**src/rtl/ball_fsm_if.sv**
```systemverilog
// Ball block bus: event/strobe inputs from collision logic, ball state out to collision and renderer.
interface ball_fsm_if;
    localparam int unsigned POS_W  = 10;
    localparam int unsigned SIZE_W = 8;

    logic              frame_tick;
    logic [1:0]        bounce;
    logic [POS_W-1:0]  ball_pos_x;
    logic [POS_W-1:0]  ball_pos_y;
    logic [SIZE_W-1:0] ball_size_x;
    logic [SIZE_W-1:0] ball_size_y;
    logic              dir_x;
    logic              dir_y;
    logic              serving;

    // Collision/scoring side: produces strobes and bounce codes, consumes ball state.
    modport master (
        output frame_tick, bounce,
        input  ball_pos_x, ball_pos_y, ball_size_x, ball_size_y, dir_x, dir_y, serving
    );

    // Ball owner side.
    modport slave (
        input  frame_tick, bounce,
        output ball_pos_x, ball_pos_y, ball_size_x, ball_size_y, dir_x, dir_y, serving
    );
endinterface

```
**src/rtl/ball_fsm.sv**
```systemverilog
// Ball owner: serve delay at centre, then per-frame motion with idempotent bounce handling and edge clamping.
module ball_fsm #(
    parameter int unsigned SCREEN_X     = 640,
    parameter int unsigned SCREEN_Y     = 480,
    parameter int unsigned BALL_SIZE    = 8,
    parameter int unsigned SPEED_X      = 2,
    parameter int unsigned SPEED_Y      = 2,
    parameter int unsigned SERVE_FRAMES = 60
) (
    input  logic     clock,
    input  logic     reset,
    ball_fsm_if.slave bus
);
    localparam int unsigned POS_W  = 10;
    localparam int unsigned SIZE_W = 8;
    localparam int unsigned CNT_W  = (SERVE_FRAMES > 1) ? $clog2(SERVE_FRAMES) : 1;

    localparam logic [POS_W-1:0] CX     = POS_W'((SCREEN_X - BALL_SIZE) / 2);
    localparam logic [POS_W-1:0] CY     = POS_W'((SCREEN_Y - BALL_SIZE) / 2);
    localparam logic [POS_W-1:0] MAX_X  = POS_W'(SCREEN_X - BALL_SIZE);
    localparam logic [POS_W-1:0] MAX_Y  = POS_W'(SCREEN_Y - BALL_SIZE);
    localparam logic [POS_W-1:0] HALF_X = POS_W'(SCREEN_X / 2);
    localparam logic [POS_W-1:0] HALF_Y = POS_W'(SCREEN_Y / 2);
    localparam logic [POS_W-1:0] STEP_X = POS_W'(SPEED_X);
    localparam logic [POS_W-1:0] STEP_Y = POS_W'(SPEED_Y);
    // Highest position from which a full positive step still fits on screen.
    localparam logic [POS_W-1:0] LIM_X  = POS_W'(SCREEN_X - BALL_SIZE - SPEED_X);
    localparam logic [POS_W-1:0] LIM_Y  = POS_W'(SCREEN_Y - BALL_SIZE - SPEED_Y);
    localparam logic [CNT_W-1:0] LAST   = CNT_W'(SERVE_FRAMES - 1);

    typedef enum logic [0:0] {
        SERVE = 1'b0,
        MOVE  = 1'b1
    } state_t;

    state_t             state, state_n;
    logic [CNT_W-1:0]   cnt, cnt_n;
    logic [POS_W-1:0]   pos_x, pos_x_n;
    logic [POS_W-1:0]   pos_y, pos_y_n;
    logic               dx, dx_n;
    logic               dy, dy_n;
    logic [1:0]         prev_bounce;
    logic               serving_q;
    logic               score_evt;

    // Score is an edge on code 11, so a held code counts once.
    assign score_evt = (bus.bounce == 2'b11) && (prev_bounce != 2'b11);

    // State register and all registered outputs.
    always_ff @(posedge clock or posedge reset) begin
        if (reset) begin
            state       <= SERVE;
            cnt         <= '0;
            pos_x       <= CX;
            pos_y       <= CY;
            dx          <= 1'b1;
            dy          <= 1'b1;
            prev_bounce <= 2'b00;
            serving_q   <= 1'b1;
        end else begin
            state       <= state_n;
            cnt         <= cnt_n;
            pos_x       <= pos_x_n;
            pos_y       <= pos_y_n;
            dx          <= dx_n;
            dy          <= dy_n;
            prev_bounce <= bus.bounce;
            serving_q   <= (state_n == SERVE);
        end
    end

    // Next-state: serve countdown, then score/paddle/wall/motion in priority order.
    always_comb begin
        state_n = state;
        cnt_n   = cnt;
        pos_x_n = pos_x;
        pos_y_n = pos_y;
        dx_n    = dx;
        dy_n    = dy;

        case (state)
            SERVE: begin
                if (bus.frame_tick) begin
                    if (cnt == LAST) begin
                        cnt_n   = '0;
                        state_n = MOVE;
                    end else begin
                        cnt_n = cnt + CNT_W'(1);
                    end
                end
            end

            MOVE: begin
                if (score_evt) begin
                    pos_x_n = CX;
                    pos_y_n = CY;
                    dx_n    = ~dx;
                    cnt_n   = '0;
                    state_n = SERVE;
                end else begin
                    if (bus.bounce == 2'b01) begin
                        dx_n = (pos_x < HALF_X);
                    end else if (bus.bounce == 2'b10) begin
                        dy_n = (pos_y < HALF_Y);
                    end

                    if (bus.frame_tick) begin
                        if (dx_n) begin
                            pos_x_n = (pos_x > LIM_X) ? MAX_X : pos_x + STEP_X;
                        end else begin
                            pos_x_n = (pos_x < STEP_X) ? '0 : pos_x - STEP_X;
                        end
                        if (dy_n) begin
                            pos_y_n = (pos_y > LIM_Y) ? MAX_Y : pos_y + STEP_Y;
                        end else begin
                            pos_y_n = (pos_y < STEP_Y) ? '0 : pos_y - STEP_Y;
                        end
                    end
                end
            end

            default: begin
                state_n = SERVE;
            end
        endcase
    end

    assign bus.ball_pos_x  = pos_x;
    assign bus.ball_pos_y  = pos_y;
    assign bus.dir_x       = dx;
    assign bus.dir_y       = dy;
    assign bus.serving     = serving_q;
    assign bus.ball_size_x = SIZE_W'(BALL_SIZE);
    assign bus.ball_size_y = SIZE_W'(BALL_SIZE);
endmodule
```
**src/flat_wrapper.sv**
```systemverilog
// flat-port wrapper written by rule: the top's interface ports become plain ports
module ball_fsm_flat 
#(
    parameter int unsigned SCREEN_X     = 640,
    parameter int unsigned SCREEN_Y     = 480,
    parameter int unsigned BALL_SIZE    = 8,
    parameter int unsigned SPEED_X      = 2,
    parameter int unsigned SPEED_Y      = 2,
    parameter int unsigned SERVE_FRAMES = 60
)
  (clock, reset, bus_frame_tick, bus_bounce, bus_ball_pos_x, bus_ball_pos_y, bus_ball_size_x, bus_ball_size_y, bus_dir_x, bus_dir_y, bus_serving);
  ball_fsm_if bus_i ();
  input  logic clock;
  input  logic reset;
  input wire logic [$bits(bus_i.frame_tick)-1:0] bus_frame_tick;
  input wire logic [$bits(bus_i.bounce)-1:0] bus_bounce;
  output wire logic [$bits(bus_i.ball_pos_x)-1:0] bus_ball_pos_x;
  output wire logic [$bits(bus_i.ball_pos_y)-1:0] bus_ball_pos_y;
  output wire logic [$bits(bus_i.ball_size_x)-1:0] bus_ball_size_x;
  output wire logic [$bits(bus_i.ball_size_y)-1:0] bus_ball_size_y;
  output wire logic [$bits(bus_i.dir_x)-1:0] bus_dir_x;
  output wire logic [$bits(bus_i.dir_y)-1:0] bus_dir_y;
  output wire logic [$bits(bus_i.serving)-1:0] bus_serving;
  assign bus_i.frame_tick = bus_frame_tick;
  assign bus_i.bounce = bus_bounce;
  assign bus_ball_pos_x = bus_i.ball_pos_x;
  assign bus_ball_pos_y = bus_i.ball_pos_y;
  assign bus_ball_size_x = bus_i.ball_size_x;
  assign bus_ball_size_y = bus_i.ball_size_y;
  assign bus_dir_x = bus_i.dir_x;
  assign bus_dir_y = bus_i.dir_y;
  assign bus_serving = bus_i.serving;
  ball_fsm #(.SCREEN_X(SCREEN_X), .SCREEN_Y(SCREEN_Y), .BALL_SIZE(BALL_SIZE), .SPEED_X(SPEED_X), .SPEED_Y(SPEED_Y), .SERVE_FRAMES(SERVE_FRAMES)) u_core (.clock(clock), .reset(reset), .bus(bus_i));
endmodule
```
**config.mk**
```make
export PLATFORM = sky130hd
export DESIGN_NAME = ball_fsm_flat
export DESIGN_NICKNAME = d
export VERILOG_FILES = /design/src/rtl/ball_fsm_if.sv /design/src/rtl/ball_fsm.sv /design/src/flat_wrapper.sv
export SDC_FILE = /design/constraint.sdc
export NUM_CORES = 1
export LEC_CHECK = 0
export BUFFER_PORTS_ARGS = -buffer_cell sky130_fd_sc_hd__buf_4
export CAP_MARGIN = 20
export CELL_PAD_IN_SITES_DETAIL_PLACEMENT = 1
export CELL_PAD_IN_SITES_GLOBAL_PLACEMENT = 1
export CORE_MARGIN = 4
export CORE_UTILIZATION = 38
export DETAILED_ROUTE_END_ITERATION = 8
export PLACE_DENSITY = 0.88
export SLEW_MARGIN = 20
export SYNTH_ARGS = -nofsm -noshare
export SYNTH_HDL_FRONTEND = slang
export SYNTH_SLANG_ARGS = --single-unit
```
**constraint.sdc**
```tcl
create_clock -name clock -period 2.1 [get_ports clock]
set_input_delay 0.63 -clock clock [delete_from_list [all_inputs] [get_ports clock]]
set_output_delay 0.63 -clock clock [all_outputs]
set_load 0.05 [all_outputs]
```
Word level (Yosys, flattened, before mapping)
Index checks and enable logic that the tools add are counted.
{"block": "op_classes", "n_bitwise": 4, "n_eq_ne": 7, "n_div": 0, "addsub": 5, "n_reduce_logical": 5, "n_mul": 0, "n_shift": 0, "muxes": 26, "n_lt_le_gt_ge": 6}
{"operator": "10-bit two-way mux", "count": 10}
{"operator": "10-bit by 2-bit adder with 10-bit output (second input constant)", "count": 2}
{"operator": "10-bit by 2-bit less-than comparator with 1-bit output (second input constant)", "count": 2}
{"operator": "10-bit by 2-bit subtractor with 10-bit output (second input constant)", "count": 2}
{"operator": "6-bit two-way mux", "count": 3}
{"operator": "6-bit case mux with 2 select lines", "count": 1}
{"operator": "1-bit two-way mux", "count": 11}
{"operator": "10-bit > comparator (second input constant)", "count": 1}
{"operator": "10-bit by 9-bit > comparator with 1-bit output (second input constant)", "count": 1}
{"operator": "10-bit by 8-bit less-than comparator with 1-bit output (second input constant)", "count": 1}
{"operator": "10-bit by 9-bit less-than comparator with 1-bit output (second input constant)", "count": 1}
{"operator": "6-bit by 1-bit adder with 6-bit output (second input constant)", "count": 1}
{"operator": "6-bit equality test (second input constant)", "count": 1}
{"operator": "2-bit inequality test (second input constant)", "count": 3}
{"operator": "2-bit AND reduction", "count": 3}
{"operator": "2-bit equality test (second input constant)", "count": 2}
{"operator": "1-bit inverter", "count": 4}
{"operator": "2-bit by 1-bit equality test with 1-bit output (second input constant)", "count": 1}
{"operator": "1-bit case mux with 2 select lines", "count": 1}
{"operator": "2-bit nonzero test", "count": 1}
{"operator": "1-bit logical AND", "count": 1}
{"block": "totals", "inputBits": 5, "word_cells": 61, "ramBits": 0, "ff_bits": 32, "out_inout_bits": 39, "n_memories": 0, "latchBits": 0, "romBits": 0}

Logic depth before layout (Yosys ltp)
{"block": "logic_depth", "ltp_word": 8, "mapped_depth": 8, "ltp_nobuf": 7}

Worst setup path after synthesis
Ideal clock, no wire load.
{"block": "synth_timing", "path_type": "register -> register", "from": "register u_core.pos_x[1] (netlist: u_core.bus.ball_pos_x[1])", "to": "register u_core.pos_x[9] (netlist: u_core.bus.ball_pos_x[9])", "arrival_ns": 2.067, "setup_time_ns": 0.126, "stages_incl_launch_ff": 8, "period_less_slack_ns": 2.193, "setup_slack_ns": -0.093, "required_time_ns": 1.974, "n_path_buf": 0, "path_cell_list": "dfrtp_1 -> inv_1 -> ha_1 -> or4b_4 -> o21ai_1 -> nand2_1 -> o21a_1 -> a221o_1"}
{"block": "synth_via", "elab_chain_cells": 7, "word_cells_on_any_way": 13, "classes_between": "add/sub (2); order compare (3); mux (8)"}
{"item": "start, declared", "line_no": "ball_fsm.sv:38", "rtl": "logic [POS_W-1:0] pos_x, pos_x_n;"}
{"item": "start signal, assigned", "line_no": "ball_fsm.sv:63", "rtl": "pos_x <= pos_x_n;"}
{"item": "10-bit by 9-bit less-than comparator with 1-bit output", "line_no": "ball_fsm.sv:102", "rtl": "dx_n = (pos_x < HALF_X);"}
{"item": "1-bit two-way mux", "line_no": "ball_fsm.sv:101", "rtl": "if (bus.bounce == 2'b01) begin"}
{"item": "1-bit two-way mux", "line_no": "ball_fsm.sv:94", "rtl": "if (score_evt) begin"}
{"item": "1-bit two-way mux", "line_no": "ball_fsm.sv:81", "rtl": "case (state)"}
{"item": "10-bit two-way mux *", "line_no": "ball_fsm.sv:108", "rtl": "if (dx_n) begin"}
{"item": "10-bit two-way mux *", "line_no": "ball_fsm.sv:107", "rtl": "if (bus.frame_tick) begin"}
{"item": "10-bit two-way mux *", "line_no": "ball_fsm.sv:94"}
Mark *: on every way between the ends. The rest lies on a longest branch, timed or not. The select of a mux whose other input is x is not followed.
A chain may end at the register's enable or synchronous reset.

Final worst setup path
{"block": "layout_timing", "from": "register u_core.pos_x[2] (netlist: u_core.bus.ball_pos_x[2])", "to": "register u_core.pos_x[9] (netlist: u_core.bus.ball_pos_x[9])"}
Same word-level chain as after synthesis.

==> run_results.csv <==
group,metric,value,unit
status,status,"finished clean",
cells_and_area,stdcell_area,0.00281,sq mm
timing,finalCriticalPeriod,2000,ps
pwr,peakVddDrop,0.716,mV
place,place_area,0.00270,sq mm
die,placeableCoreArea,0.00603,sq mm
synthesis,syn_avg_cell_area,8.46,sq um
pwr,leakage,1.22,nW
grt,first_global_vias,2391,
synthesis,syn_area,0.00239,sq mm
cells_and_area,final_common_cell,"buf_4",
clock_tree,cts_buffers,5,
clock_tree,path_clk_slew,70,ps
die,die_area,0.00763,sq mm
worst_setup_path,worst_setup_path_start_kind,"flip-flop",
routing,wl,6780,um
cells_and_area,area_growth,17.2,%
synthesis,synth_top_area_share,17.8,%
timing,rsz0062_at_grt,"no",
timing,setup-violations-final,0,
place,hpwl,5010,um
grt,gr-total-overflow,0,
routing,drt-initial-drc-count,109,
timing,clock_skew,5.63,ps
worst_setup_path,r2r_slack,100,ps
cells_and_area,fin_nets,333,
synthesis,async_flop_share,100,%
synthesis,yosysUniqueCellTypes,65,
worst_setup_path,worstPathArrival,2180,ps
worst_setup_path,end_kind,"flip-flop",
synthesis,synth.largest_area_cell,"dfrtp_1",
clock_tree,cts_root_buf,"clkbuf_8",
die,die_y,87.4,um
clock_tree,clock_latency,280,ps
routing,dr_total_vias,2276,
grt,grt_pass1_wl,11500,um
routing,wl_met1,2870,um
clock_tree,cts_tree,"yes",
worst_setup_path,crit_type,"reg2reg",
cells_and_area,drive_gt1_share,29.0,%
worst_setup_path,endpoint,"u_core.bus.ball_pos_x[9]",
pwr,powerDensity,1460,mW/mm^2
routing,top_layer,"met4",
die,start_util,39.7,%
grt,grt_max_degree,31,
timing,hold_viol,0,
synthesis,ys_seq_area_share,32.0,%
worst_setup_path,required,2270,ps
min_path,hp-class,"in2async",
routing,drtPass1Iterations,4,
place,dp_cells,390,
worst_setup_path,cp_max_fo,7,
routing,wl_per_cell,17.0,um
synthesis,synth_warnings,0,
place,io_buffers,25,
timing,report.final.slew_viol_count,0,
worst_setup_path,crit_start,"u_core.bus.ball_pos_x[2]",
die,die_w,87.4,um
synthesis,synth_seq_cells,30,
die,rows,28,
clock_tree,ctsHoldBuffers,0,
routing,routed-wl-met3,304,um
routing,viasPerCell,5.70,
worst_setup_path,reg2reg_depth,6,
place,gp_congestion,0.864,
clock_tree,clock-sinks,30,
die,ios,44,
cells_and_area,n_antenna_cell,0,
timing,fin_crit_sh,95.4,%
timing,max_freq,0.499,GHz
timing,hold_slack,430,ps
grt,grt_util_all_layers,18.9,%
routing,ant_nets,0,
cells_and_area,instances_no_fill,399,
synthesis,synthFlopType,"dfrtp_1",
grt,antenna_found_initial,0,
cells_and_area,layout_common_cells,"buf_4, nand2_1, o21ai_0",
worst_setup_path,rr_endpoint,"u_core.bus.ball_pos_x[9]",
synthesis,syn_inst,283,
routing,drc,0,
clock_tree,htreeDepth,2,
routing,routed-wl-met2,3500,um
worst_setup_path,r2r-start,"u_core.bus.ball_pos_x[2]",
clock_tree,max-clock-path-buffers,2,
cells_and_area,final_util,46.6,%
timing,tns,0,ps
synthesis,ys_top_cells_by_area,"dfrtp_1, dfstp_2, buf_4",
job,drv_cap,0,
synthesis,synth-edff-count,0,
## logic make-up (layout without fill, tap and decap cells)
| kind of cell | Yosys count | count (layout) | synth area share [%] |
|---|---|---|---|
| AO/OA/AOI/OAI | 77 | 77 | 21.7 |
| XOR/XNOR | 10 | 10 | 3.66 |
| adder cells (fa/ha/maj) | 5 | 5 | 2.61 |
| buffers and inverters | 48 | 73 | 12.3 |
| flip-flops | 30 | 30 | 32.0 |
| multiplexers | 6 | 6 | 2.72 |
| other | 2 | 18 | 0.314 |
| AND/OR/NAND/NOR | 105 | 105 | 24.6 |
## sequential cells by signal, summed over array words and instances, names as in the netlist
name                   flops
u_core.prev_bounce         2
u_core.bus.dir_x           1
u_core.cnt                 6
u_core.state               1
u_core.bus.ball_pos_y      9
u_core.bus.ball_pos_x      9
u_core.bus.dir_y           1
u_core.bus.serving         1
## worst min-delay path by stage
| stage | startpoint | to | slack, ps |
|---|---|---|---|
| CTS | reset | u_core.cnt[1] | 440 |
| finish | reset | u_core.cnt[3] | 430 |
| floorplan | u_core.cnt[1] | u_core.cnt[1] | 490 |
| detailed placement | u_core.bus.dir_x | u_core.bus.dir_x | 520 |
| global placement | u_core.bus.dir_x | u_core.bus.dir_x | 500 |
| global route | reset | u_core.cnt[3] | 470 |
## power by group
part | switching (W) | leakage, nW | total, W | internal (W)
Sequential | 0.000408 | 0.354 | 0.00128 | 0.000869
Clock | 0.000234 | 0.0472 | 0.000497 | 0.000263
Combinational | 0.00146 | 0.819 | 0.00233 | 0.000873
## critical path, stage by stage (launching register included)
cell and delay (ps):
dfstp_2 600, ha_1 200, and3_1 200, nand3_1 130
or2_2 330, and4_1 170, a221o_1 250
## routing by layer
metal,track usage (%),vias to the layer above
met5,0,-
met1,23.2,1140
met4,6.28,0
met3,4.45,11
li1,-,1081
met2,32.5,44
## synth_stat cells (3+ instances only)
cell,instances
nor2_1,18
o31a_1,4
nor3_1,7
nand4_1,7
a31oi_1,5
nand3_1,10
inv_1,10
nand2b_1,3
clkbuf_1,4
dfrtp_1,17
buf_4,19
dfstp_2,13
mux2i_1,5
buf_6,4
xnor2_1,7
buf_2,11
a22oi_1,4
and3_1,7
o21ai_0,20
a211oi_1,5
ha_1,5
a21oi_1,14
nand2_1,26
xor2_1,3
or2_2,3
## through the flow
stage	worst slack [ps]	power (W)
after floorplan	16.7	0.00296
after global placement	77.6	0.00349
after detailed placement	-2.66	0.00359
after CTS	51.4	0.00411
after global routing	2.69	0.00440
final	95.8	0.00410
## layout make-up
| type | instances | area [sq um] |
|---|---|---|
| multi-input cells | 221 | 1400 |
| repair buffers | 55 | 413 |
| fillers | 745 | 3220 |
| clock buffers | 6 | 82.6 |
| flip-flops and latches | 30 | 768 |
| well taps | 75 | 93.8 |
| clock inverters | 2 | 12.5 |
| inverters | 10 | 37.5 |
## timing repair
action / 4_1_cts / 5_1_grt
endpoints found under the setup margin: 0 / 3
resized for setup: 0 / 3
setup buffers: 0 / 1
Note: power is estimated with default switching activity, not from simulation.
